## src/rtl/seg_mux_display_if.sv

```systemverilog
// User-side bus of the multiplexed seven-segment driver: buffered display
// data and controls in, registered segment/digit pins and frame pulse out.
interface seg_mux_display_if #(
  parameter int NUM_DIGITS = 4
);
  logic [4*NUM_DIGITS-1:0] value;
  logic [NUM_DIGITS-1:0]   dp_in;
  logic                    load;
  logic                    blank_lz;
  logic                    enable;
  logic [6:0]              seg;
  logic                    dp;
  logic [NUM_DIGITS-1:0]   digit_en;
  logic                    frame_done;

  // user logic / stimulus side
  modport master (
    output value, dp_in, load, blank_lz, enable,
    input  seg, dp, digit_en, frame_done
  );

  // display driver side
  modport slave (
    input  value, dp_in, load, blank_lz, enable,
    output seg, dp, digit_en, frame_done
  );
endinterface

```

## src/rtl/seg_mux_display.sv

```systemverilog
// Time-multiplexed seven-segment driver: one digit per refresh slot with a
// dark guard window at slot start, leading-zero blanking, per-digit decimal
// points and a double buffer that only swaps at the start of a frame.

// Per-digit decode: hex nibble to active-high segment pattern, with optional
// blanking of both segments and decimal point.
module seg_digit_lane (
  input  logic [3:0] nib,
  input  logic       dp_bit,
  input  logic       blank,
  output logic [6:0] seg_ah,
  output logic       dp_ah
);
  logic [6:0] pat;

  // hex to g..a pattern, full 0-F
  always_comb begin
    pat = 7'h00;
    case (nib)
      4'h0: pat = 7'h3F;
      4'h1: pat = 7'h06;
      4'h2: pat = 7'h5B;
      4'h3: pat = 7'h4F;
      4'h4: pat = 7'h66;
      4'h5: pat = 7'h6D;
      4'h6: pat = 7'h7D;
      4'h7: pat = 7'h07;
      4'h8: pat = 7'h7F;
      4'h9: pat = 7'h6F;
      4'hA: pat = 7'h77;
      4'hB: pat = 7'h7C;
      4'hC: pat = 7'h39;
      4'hD: pat = 7'h5E;
      4'hE: pat = 7'h79;
      4'hF: pat = 7'h71;
      default: pat = 7'h00;
    endcase
  end

  assign seg_ah = blank ? 7'h00 : pat;
  assign dp_ah  = dp_bit & ~blank;
endmodule

module seg_mux_display #(
  parameter int NUM_DIGITS     = 4,
  parameter int REFRESH_DIV    = 1000,
  parameter int GUARD          = 16,
  parameter int SEG_ACTIVE_LOW = 1,
  parameter int DIG_ACTIVE_LOW = 1
) (
  input  logic              clk,
  input  logic              rst_n,
  seg_mux_display_if.slave  bus
);
  localparam int PW = (REFRESH_DIV > 1) ? $clog2(REFRESH_DIV) : 1;
  localparam int IW = (NUM_DIGITS > 1) ? $clog2(NUM_DIGITS) : 1;
  localparam logic [PW-1:0] P_LAST  = PW'(REFRESH_DIV - 1);
  localparam logic [PW-1:0] P_GUARD = PW'(GUARD);
  localparam logic [IW-1:0] I_LAST  = IW'(NUM_DIGITS - 1);
  localparam logic SEG_INV = (SEG_ACTIVE_LOW != 0);
  localparam logic DIG_INV = (DIG_ACTIVE_LOW != 0);

  logic [PW-1:0]           presc;
  logic [IW-1:0]           idx;
  logic [4*NUM_DIGITS-1:0] pend_val, act_val, eff_val;
  logic [NUM_DIGITS-1:0]   pend_dp, act_dp, eff_dp;
  logic                    pend_flag;
  logic                    frame_start, apply;

  logic [NUM_DIGITS-1:0][6:0] lane_seg;
  logic [NUM_DIGITS-1:0]      lane_dp;
  logic [NUM_DIGITS:1]        zc;     // zc[i]: digits N-1..i are 0 with no dp

  logic [6:0]            seg_q;
  logic                  dp_q;
  logic [NUM_DIGITS-1:0] en_q;
  logic                  fd_q;

  // The swap edge is the first cycle of digit 0's slot. Decoding looks
  // through to the pending buffer on that cycle so even a zero-length guard
  // never shows the old frame's digit 0 after the swap.
  assign frame_start = bus.enable & (presc == '0) & (idx == '0);
  assign apply       = frame_start & pend_flag;
  assign eff_val     = apply ? pend_val : act_val;
  assign eff_dp      = apply ? pend_dp  : act_dp;

  assign zc[NUM_DIGITS] = 1'b1;

  for (genvar g = 0; g < NUM_DIGITS; g++) begin : g_lane
    logic blank;
    if (g == 0) begin : g_lsd
      assign blank = 1'b0;   // the units digit always shows
    end else begin : g_upper
      assign zc[g] = zc[g+1] & (eff_val[4*g +: 4] == 4'h0) & ~eff_dp[g];
      assign blank = bus.blank_lz & zc[g];
    end
    seg_digit_lane u_lane (
      .nib    (eff_val[4*g +: 4]),
      .dp_bit (eff_dp[g]),
      .blank  (blank),
      .seg_ah (lane_seg[g]),
      .dp_ah  (lane_dp[g])
    );
  end

  // slot prescaler and digit index; parked at 0 while disabled
  always_ff @(posedge clk or negedge rst_n) begin
    if (!rst_n) begin
      presc <= '0;
      idx   <= '0;
    end else if (!bus.enable) begin
      presc <= '0;
      idx   <= '0;
    end else if (presc == P_LAST) begin
      presc <= '0;
      idx   <= (idx == I_LAST) ? '0 : idx + 1'b1;
    end else begin
      presc <= presc + 1'b1;
    end
  end

  // double buffer: a load coinciding with the swap re-arms pending, so the
  // swap takes the older contents and the new load waits a frame
  always_ff @(posedge clk or negedge rst_n) begin
    if (!rst_n) begin
      pend_val  <= '0;
      pend_dp   <= '0;
      pend_flag <= 1'b0;
      act_val   <= '0;
      act_dp    <= '0;
    end else begin
      if (apply) begin
        act_val   <= pend_val;
        act_dp    <= pend_dp;
        pend_flag <= 1'b0;
      end
      if (bus.load) begin
        pend_val  <= bus.value;
        pend_dp   <= bus.dp_in;
        pend_flag <= 1'b1;
      end
    end
  end

  // registered pin drive: dark while disabled or inside the guard window
  always_ff @(posedge clk or negedge rst_n) begin
    if (!rst_n) begin
      seg_q <= {7{SEG_INV}};
      dp_q  <= SEG_INV;
      en_q  <= {NUM_DIGITS{DIG_INV}};
      fd_q  <= 1'b0;
    end else begin
      if (!bus.enable || (presc < P_GUARD)) begin
        seg_q <= {7{SEG_INV}};
        dp_q  <= SEG_INV;
        en_q  <= {NUM_DIGITS{DIG_INV}};
      end else begin
        seg_q <= lane_seg[idx] ^ {7{SEG_INV}};
        dp_q  <= lane_dp[idx] ^ SEG_INV;
        en_q  <= (NUM_DIGITS'(1) << idx) ^ {NUM_DIGITS{DIG_INV}};
      end
      fd_q <= bus.enable & (presc == P_LAST) & (idx == I_LAST);
    end
  end

  assign bus.seg        = seg_q;
  assign bus.dp         = dp_q;
  assign bus.digit_en   = en_q;
  assign bus.frame_done = fd_q;
endmodule

```

## src/flat_wrapper.sv

```systemverilog
// flat-port wrapper written by rule: the top's interface ports become plain ports
module seg_mux_display_flat 
#(
  parameter int NUM_DIGITS     = 4,
  parameter int REFRESH_DIV    = 1000,
  parameter int GUARD          = 16,
  parameter int SEG_ACTIVE_LOW = 1,
  parameter int DIG_ACTIVE_LOW = 1
)
  (clk, rst_n, bus_value, bus_dp_in, bus_load, bus_blank_lz, bus_enable, bus_seg, bus_dp, bus_digit_en, bus_frame_done);
  seg_mux_display_if #(.NUM_DIGITS(NUM_DIGITS)) bus_i ();
  input  logic clk;
  input  logic rst_n;
  input wire logic [$bits(bus_i.value)-1:0] bus_value;
  input wire logic [$bits(bus_i.dp_in)-1:0] bus_dp_in;
  input wire logic [$bits(bus_i.load)-1:0] bus_load;
  input wire logic [$bits(bus_i.blank_lz)-1:0] bus_blank_lz;
  input wire logic [$bits(bus_i.enable)-1:0] bus_enable;
  output wire logic [$bits(bus_i.seg)-1:0] bus_seg;
  output wire logic [$bits(bus_i.dp)-1:0] bus_dp;
  output wire logic [$bits(bus_i.digit_en)-1:0] bus_digit_en;
  output wire logic [$bits(bus_i.frame_done)-1:0] bus_frame_done;
  assign bus_i.value = bus_value;
  assign bus_i.dp_in = bus_dp_in;
  assign bus_i.load = bus_load;
  assign bus_i.blank_lz = bus_blank_lz;
  assign bus_i.enable = bus_enable;
  assign bus_seg = bus_i.seg;
  assign bus_dp = bus_i.dp;
  assign bus_digit_en = bus_i.digit_en;
  assign bus_frame_done = bus_i.frame_done;
  seg_mux_display #(.NUM_DIGITS(NUM_DIGITS), .REFRESH_DIV(REFRESH_DIV), .GUARD(GUARD), .SEG_ACTIVE_LOW(SEG_ACTIVE_LOW), .DIG_ACTIVE_LOW(DIG_ACTIVE_LOW)) u_core (.clk(clk), .rst_n(rst_n), .bus(bus_i));
endmodule
```

## config.mk

```make
export PLATFORM = sky130hd
export DESIGN_NAME = seg_mux_display_flat
export DESIGN_NICKNAME = d
export VERILOG_FILES = /design/src/rtl/seg_mux_display_if.sv /design/src/rtl/seg_mux_display.sv /design/src/flat_wrapper.sv
export SDC_FILE = /design/constraint.sdc
export NUM_CORES = 1
export LEC_CHECK = 0
export BUFFER_PORTS_ARGS = -buffer_cell sky130_fd_sc_hd__buf_2
export CORE_UTILIZATION = 40
export CTS_CLUSTER_SIZE = 28
export DETAILED_ROUTE_END_ITERATION = 12
export PLACE_DENSITY = 0.55
export SLEW_MARGIN = 20
export SYNTH_ARGS = -nofsm -noshare
export SYNTH_HDL_FRONTEND = slang
export SYNTH_SLANG_ARGS = --single-unit
```

## constraint.sdc

```tcl
create_clock -name clk -period 5 [get_ports clk]
set_input_delay 0.75 -clock clk [delete_from_list [all_inputs] [get_ports clk]]
set_output_delay 0.75 -clock clk [all_outputs]
set_load 0.02 [all_outputs]
```

==> results.cfg, run 1 <==
[power_and_ir_drop]
peakVddDrop_v = 0.000157
power.density_nw_per_um2 = 391
total_power_mw = 1.84
p_leak_nw = 2.06

[timing]
setup_violations = 0
min_period_ns = 4.17
worst_pin_slew_ns = 0.870
fin_crit_sh_pct = 83.4
skew_ns = 0.00721
finalMaxSlewViolations = 0
setup-tns-final_ns = 0
rsz0062_at_grt = false
fmax_mhz = 240
hold_viol_final = 0
relSlewSlack_pct = 41.9
layout_setup_ws_ns = 0.828

[synthesis]
syn_nets = 471
synthSimpleGateAreaFrac_pct = 17.8
async_reset_ff_share_pct = 100
synthAdderAreaFrac_pct = 8.97
synth_top_family_by_area = simple AND/OR/NAND/NOR gates
syn_area_per_cell_sq_um = 10.1
ys_seq_area_share_pct = 39.8
synthesis.instances = 416
ys_ff_latch = 66
synthXorXnorAreaFrac_pct = 1.26
synthesis.area_sq_um = 4190
synth_ff_type = dfrtp_1
synth_enable_flop_cells = 0
synthMuxAreaShare_pct = 14.8
synth_cell_type_count = 67
yosysWarnings = 0
synth_compound_area_share_pct = 13.4

[place]
hpwlAfterDp_um = 7320
gp_congestion = 0.887
dp_slack_ns = 0.883
port_buffers = 37
dp_cells = 578

[global_route]
grt_use_total_pct = 19.2
grt_overflow = 0
grt_pass1_wl_um = 16500
antenna_found_initial = 0
first_global_vias = 3279
grt_max_degree = 44

[drt]
met3_length_um = 564
ant_nets = 0
routed_via_density = 5.57
route.layer.met1.wl_um = 4590
vias = 3306
drtPass1Iterations = 5
wl_met2_um = 4460
routed_wl_um = 9840
wl_per_cell_um = 16.6
drc = 0
routed.top_layer = met4
drt-initial-drc-count = 187

[cells_and_area]
fin_util_pct = 47.4
drive_gt1_share_pct = 23.2
final_cell_mix = nand2_1, dfrtp_1, buf_2
synthToLayoutAreaGrowth_pct = 12.8
nNetsFinal = 511
diodes = 0
fillers = 940
final_cells = 594

[floorplanning]
die_h_um = 104
rows = 36
initial_core_util_pct = 42.1
die_w_um = 104
dieArea_sq_um = 10900
core_sq_um = 9950
boundaryPins = 38

[setup_path]
critPathLaunchType = flop
cp_top_family = simple AND/OR/NAND/NOR gates
cp_slowest_cell = and4_1
cp_num_buf_inv = 2
crit_required_ns = 5.23
path_class = reg -> reg
crit_chain = inv_1 -> ha_1 -> and2_1 -> and4_1 -> nand2_1 -> nand2_1 -> inv_1 -> ha_1 -> and3b_1 -> and2_1 -> a311oi_2 -> o221ai_1 -> o311ai_0 -> o211ai_1
slowest_delay_ns = 0.59
crit_path_max_fanout = 12
crit_path_end_kind = flop
cp.arrival_ns = 4.40

[clock_tree]
root_buffer = clkbuf_8
cts_buffer_depth = 2
worstSkewPairLatency_ns = 0.34
cts_hold_buf = 0
cts_resized = 0
post-cts-setup-buffer-count = 0
cts_tree = yes
cts.htree.levels = 3
cts_sinks = 66
clk_pin_slew_ns = 0.07
numCtsBuffers = 9

[flow_run]
max-cap-violations = 0

[min_path]
hold_class = in -> async

[run_status]
outcome = finished, final reports clean
==> area by class of cell <==
class	count	area, sq um	share of cell area [%]
sequential	66	1670	35.3
inverter	25	96.3	2.04
tap	133	166	3.52
clock buffer	14	173	3.66
clock inverter	2	35.0	0.742
multi-input combinational	311	2350	49.9
timing repair buffer	43	230	4.88
==> logic make-up after synthesis <==
family / after synthesis
flip-flops: 66
buffers and inverters: 39
adder cells (fa/ha/maj): 30
AND/OR/NAND/NOR: 146
XOR/XNOR: 6
AO/OA/AOI/OAI: 76
multiplexers: 53
==> worst paths after layout <==
kind / startpoint / cells past startpoint / slack, ns / to
setup / recovery: u_core.idx[0] / 14 / 0.83 / u_core.bus.seg[1]
hold / removal: rst_n / 1 / 0.38 / u_core.pend_dp[3]
setup reg to reg: u_core.idx[0] / 14 / 0.83 / u_core.bus.seg[1]
hold reg to reg: u_core.act_dp[0] / 2 / 0.48 / u_core.act_dp[0]
max in group asynchronous: rst_n / 2 / 3.64 / u_core.bus.digit_en[3]
min in group clk: u_core.act_dp[0] / 2 / 0.48 / u_core.act_dp[0]
==> sequential cells by signal (all words and copies together), names as in the netlist, 2 cells and up <==
name,cells
u_core.act_val,16
u_core.pend_val,16
u_core.presc,10
u_core.bus.seg,7
u_core.act_dp,4
u_core.bus.digit_en,4
u_core.pend_dp,4
u_core.idx,2
==> through the flow <==
step / hold slack (ns) / area [sq um]
global placement: 0.453 / 4510
floorplan: 0.430 / 4190
detailed placement: 0.467 / 4510
global route: 0.419 / 4720
CTS: 0.394 / 4720
finish: 0.382 / 4720
==> synth_stat cells (4+ instances only) <==
| cell type | number | area share [%] |
|---|---|---|
| dfrtp_1 | 54 | 32 |
| nand2_1 | 54 | 4.8 |
| ha_1 | 30 | 9.0 |
| mux2i_1 | 24 | 5.7 |
| inv_1 | 21 | 1.9 |
| mux2_2 | 21 | 5.6 |
| nor2_1 | 15 | 1.3 |
| a21oi_1 | 13 | 1.6 |
| nand3_1 | 13 | 1.6 |
| dfstp_2 | 12 | 7.5 |
| nor3_1 | 12 | 1.4 |
| o21ai_0 | 12 | 1.4 |
| nor2b_1 | 8 | 1.2 |
| o211ai_1 | 8 | 1.4 |
| clkbuf_1 | 7 | 0.63 |
| a31oi_1 | 6 | 0.90 |
| and2_1 | 6 | 0.90 |
| and3_1 | 6 | 0.90 |
| nor3b_1 | 6 | 1.1 |
| a22oi_1 | 5 | 0.90 |
| nand2b_1 | 5 | 0.75 |
| buf_2 | 4 | 0.48 |
| nand4_1 | 4 | 0.60 |
==> power by group <==
part | leakage, nW | switching (mW) | internal [mW] | total, mW
Clock | 0.107 | 0.204 | 0.271 | 0.475
Sequential | 0.789 | 0.0802 | 0.607 | 0.687
Combinational | 1.17 | 0.403 | 0.280 | 0.683
Total | 2.06 | 0.687 | 1.16 | 1.84
==> worst register-to-register path, cell delays in order, from the launching register on <==
cell and delay [ns]:
dfrtp_1 0.58, inv_1 0.32, ha_1 0.24, and2_1 0.15
and4_1 0.59, nand2_1 0.10, nand2_1 0.19, inv_1 0.13
ha_1 0.26, and3b_1 0.20, and2_1 0.19, a311oi_2 0.53
o221ai_1 0.26, o311ai_0 0.19, o211ai_1 0.15
==> layer usage <==
| metal | global-route usage, % | vias to the layer above |
|---|---|---|
| met3 | 5.14 | 21 |
| met4 | 7.96 | 0 |
| met2 | 29.7 | 97 |
| met1 | 25.2 | 1602 |
| met5 | 0 | - |
| li1 | - | 1586 |
Power figures use the tool's default switching activity.
==> run 2: changes to the inputs <==
Clock period 5 ns to 4.4 ns, I/O delays scaled along.
==> run 2 against run 1 <==
Against the previous run: non-clock buffer count grew 1; sequential share of layout area shrank 0.075 points; first-iteration DRC count grew 27%; fmax grew 4.3%; critical path depth shrank 1; flip-flop and latch count is the same; critical path type unchanged.
==> results.cfg, run 2 (synthesized netlist as in run 1, its figures left out) <==
[setup_path]
crit_required_ns = 4.71
crit_path_end = u_core.bus.seg[3]
slowest_delay_ns = 0.66
path_class = reg -> reg
cp.depth = 13
cp_slowest_cell = dfrtp_1
crit_start = u_core.idx[0]
cp_num_buf_inv = 2
critPathLaunchType = flop
cp_top_family = compound AO/OA/AOI/OAI gates
crit_path_max_fanout = 37
r2r_end = u_core.bus.seg[3]
ff2ff_path_depth = 13
rrSetupSlack_ns = 0.40
cp.arrival_ns = 4.31
timing.rr.start = u_core.idx[0]
crit_chain = inv_1 -> ha_1 -> and2_1 -> nand4_1 -> buf_12 -> mux2i_1 -> ha_1 -> nor4b_1 -> nand4_1 -> mux2i_1 -> a31oi_1 -> a2111oi_1 -> a311o_1
crit_path_end_kind = flop

[place]
port_buffers = 37
dpl_cell_area_sq_um = 4530
gp_congestion = 0.895
hpwlAfterDp_um = 7280

[timing]
hold_slack_ns = 0.297
relSlewSlack_pct = 37.0
skew_ns = 0.0108
min_period_ns = 4.00
setup-tns-final_ns = 0
setup_violations = 0
hold_viol_final = 0
finalMaxSlewViolations = 0
fin_crit_sh_pct = 90.9
fmax_mhz = 250
worst_pin_slew_ns = 0.943
rsz0062_at_grt = false

[floorplanning]
core_sq_um = 9950
dieArea_sq_um = 10900
die_w_um = 104
initial_core_util_pct = 42.1
die_h_um = 104
boundaryPins = 38
rows = 36

[clock_tree]
numCtsBuffers = 9
cts_resized = 0
clk_pin_slew_ns = 0.07
cts_buffer_depth = 2
root_buffer = clkbuf_8
cts_sinks = 66
cts_tree = yes
cts.htree.levels = 3
worstSkewPairLatency_ns = 0.36
post-cts-setup-buffer-count = 0
cts_hold_buf = 0

[drt]
routed_via_density = 5.57
ant_nets = 0
drc = 0
vias = 3312
drt-initial-drc-count = 237
wl_per_cell_um = 16.7
drtPass1Iterations = 5
routed_wl_um = 9950

[cells_and_area]
diodes = 0
biggestRegsByFlops = u_core.act_val (16), u_core.pend_val (16), u_core.presc (10)
fin_area_sq_um = 4730
drive_gt1_share_pct = 23.2
nNetsFinal = 512
final_cell_mix = nand2_1, dfrtp_1, buf_2
synthToLayoutAreaGrowth_pct = 13.0
fillers = 973

[power_and_ir_drop]
p_leak_nw = 2.07
peakVddDrop_v = 0.000188
power.density_nw_per_um2 = 442

[min_path]
hold_class = in -> async

[run_status]
outcome = finished, final reports clean

[global_route]
first_global_vias = 3335
grt_pass1_wl_um = 16900
antenna_found_initial = 0
grt_use_total_pct = 19.9
grt_max_degree = 44
grt_overflow = 0

[flow_run]
max-cap-violations = 0
run 2: changes by cell type in the layout (fill, tap and decap cells not counted), sizes merged:
cell,delta
buf,+1
run 2: area by class of cell:
class	instances	area (sq um)	share of cell area (%)
clock inverter	2	35.0	0.740
multi-input combinational	311	2350	49.8
inverter	25	96.3	2.04
sequential	66	1670	35.2
tap	133	166	3.52
clock buffer	14	163	3.44
timing repair buffer	44	250	5.29
run 2: stage by stage:
step	setup WS (ns)	power [mW]	utilization, %	std cells
4_1_cts	0.423	2.10	47.5	595
3_5_place_dp	0.490	1.57	45.6	579
3_3_place_gp	0.745	1.57	45.6	579
6_report	0.400	2.09	47.5	595
5_1_grt	0.0749	2.23	47.5	595
2_1_floorplan	0.767	1.35	-	416
run 2: how the worst min path moves through the flow:
stage | from | slack (ns) | cells after the start | to
floorplan | rst_n | 0.36 | 0 | u_core.act_dp[0]
global placement | u_core.pend_flag | 0.46 | 1 | u_core.pend_flag
detailed placement | u_core.act_dp[0] | 0.47 | 2 | u_core.act_dp[0]
CTS | rst_n | 0.31 | 1 | u_core.act_val[14]
global route | rst_n | 0.33 | 1 | u_core.act_val[14]
finish | rst_n | 0.30 | 1 | u_core.pend_dp[3]
run 2: power breakdown:
part / total [mW] / leakage [nW] / switching (mW) / internal [mW]
clock network: 0.525 / 0.101 / 0.232 / 0.293
logic: 0.788 / 1.18 / 0.468 / 0.320
registers: 0.780 / 0.789 / 0.0902 / 0.689
run 2: routing by layer:
metal / global-route usage, % / vias to the layer above / wire (um)
met5: 0 / - / 0
met4: 8.47 / 0 / 202
met3: 4.01 / 15 / 470
met2: 31.1 / 87 / 4560
met1: 26.7 / 1621 / 4720
li1: - / 1589 / -
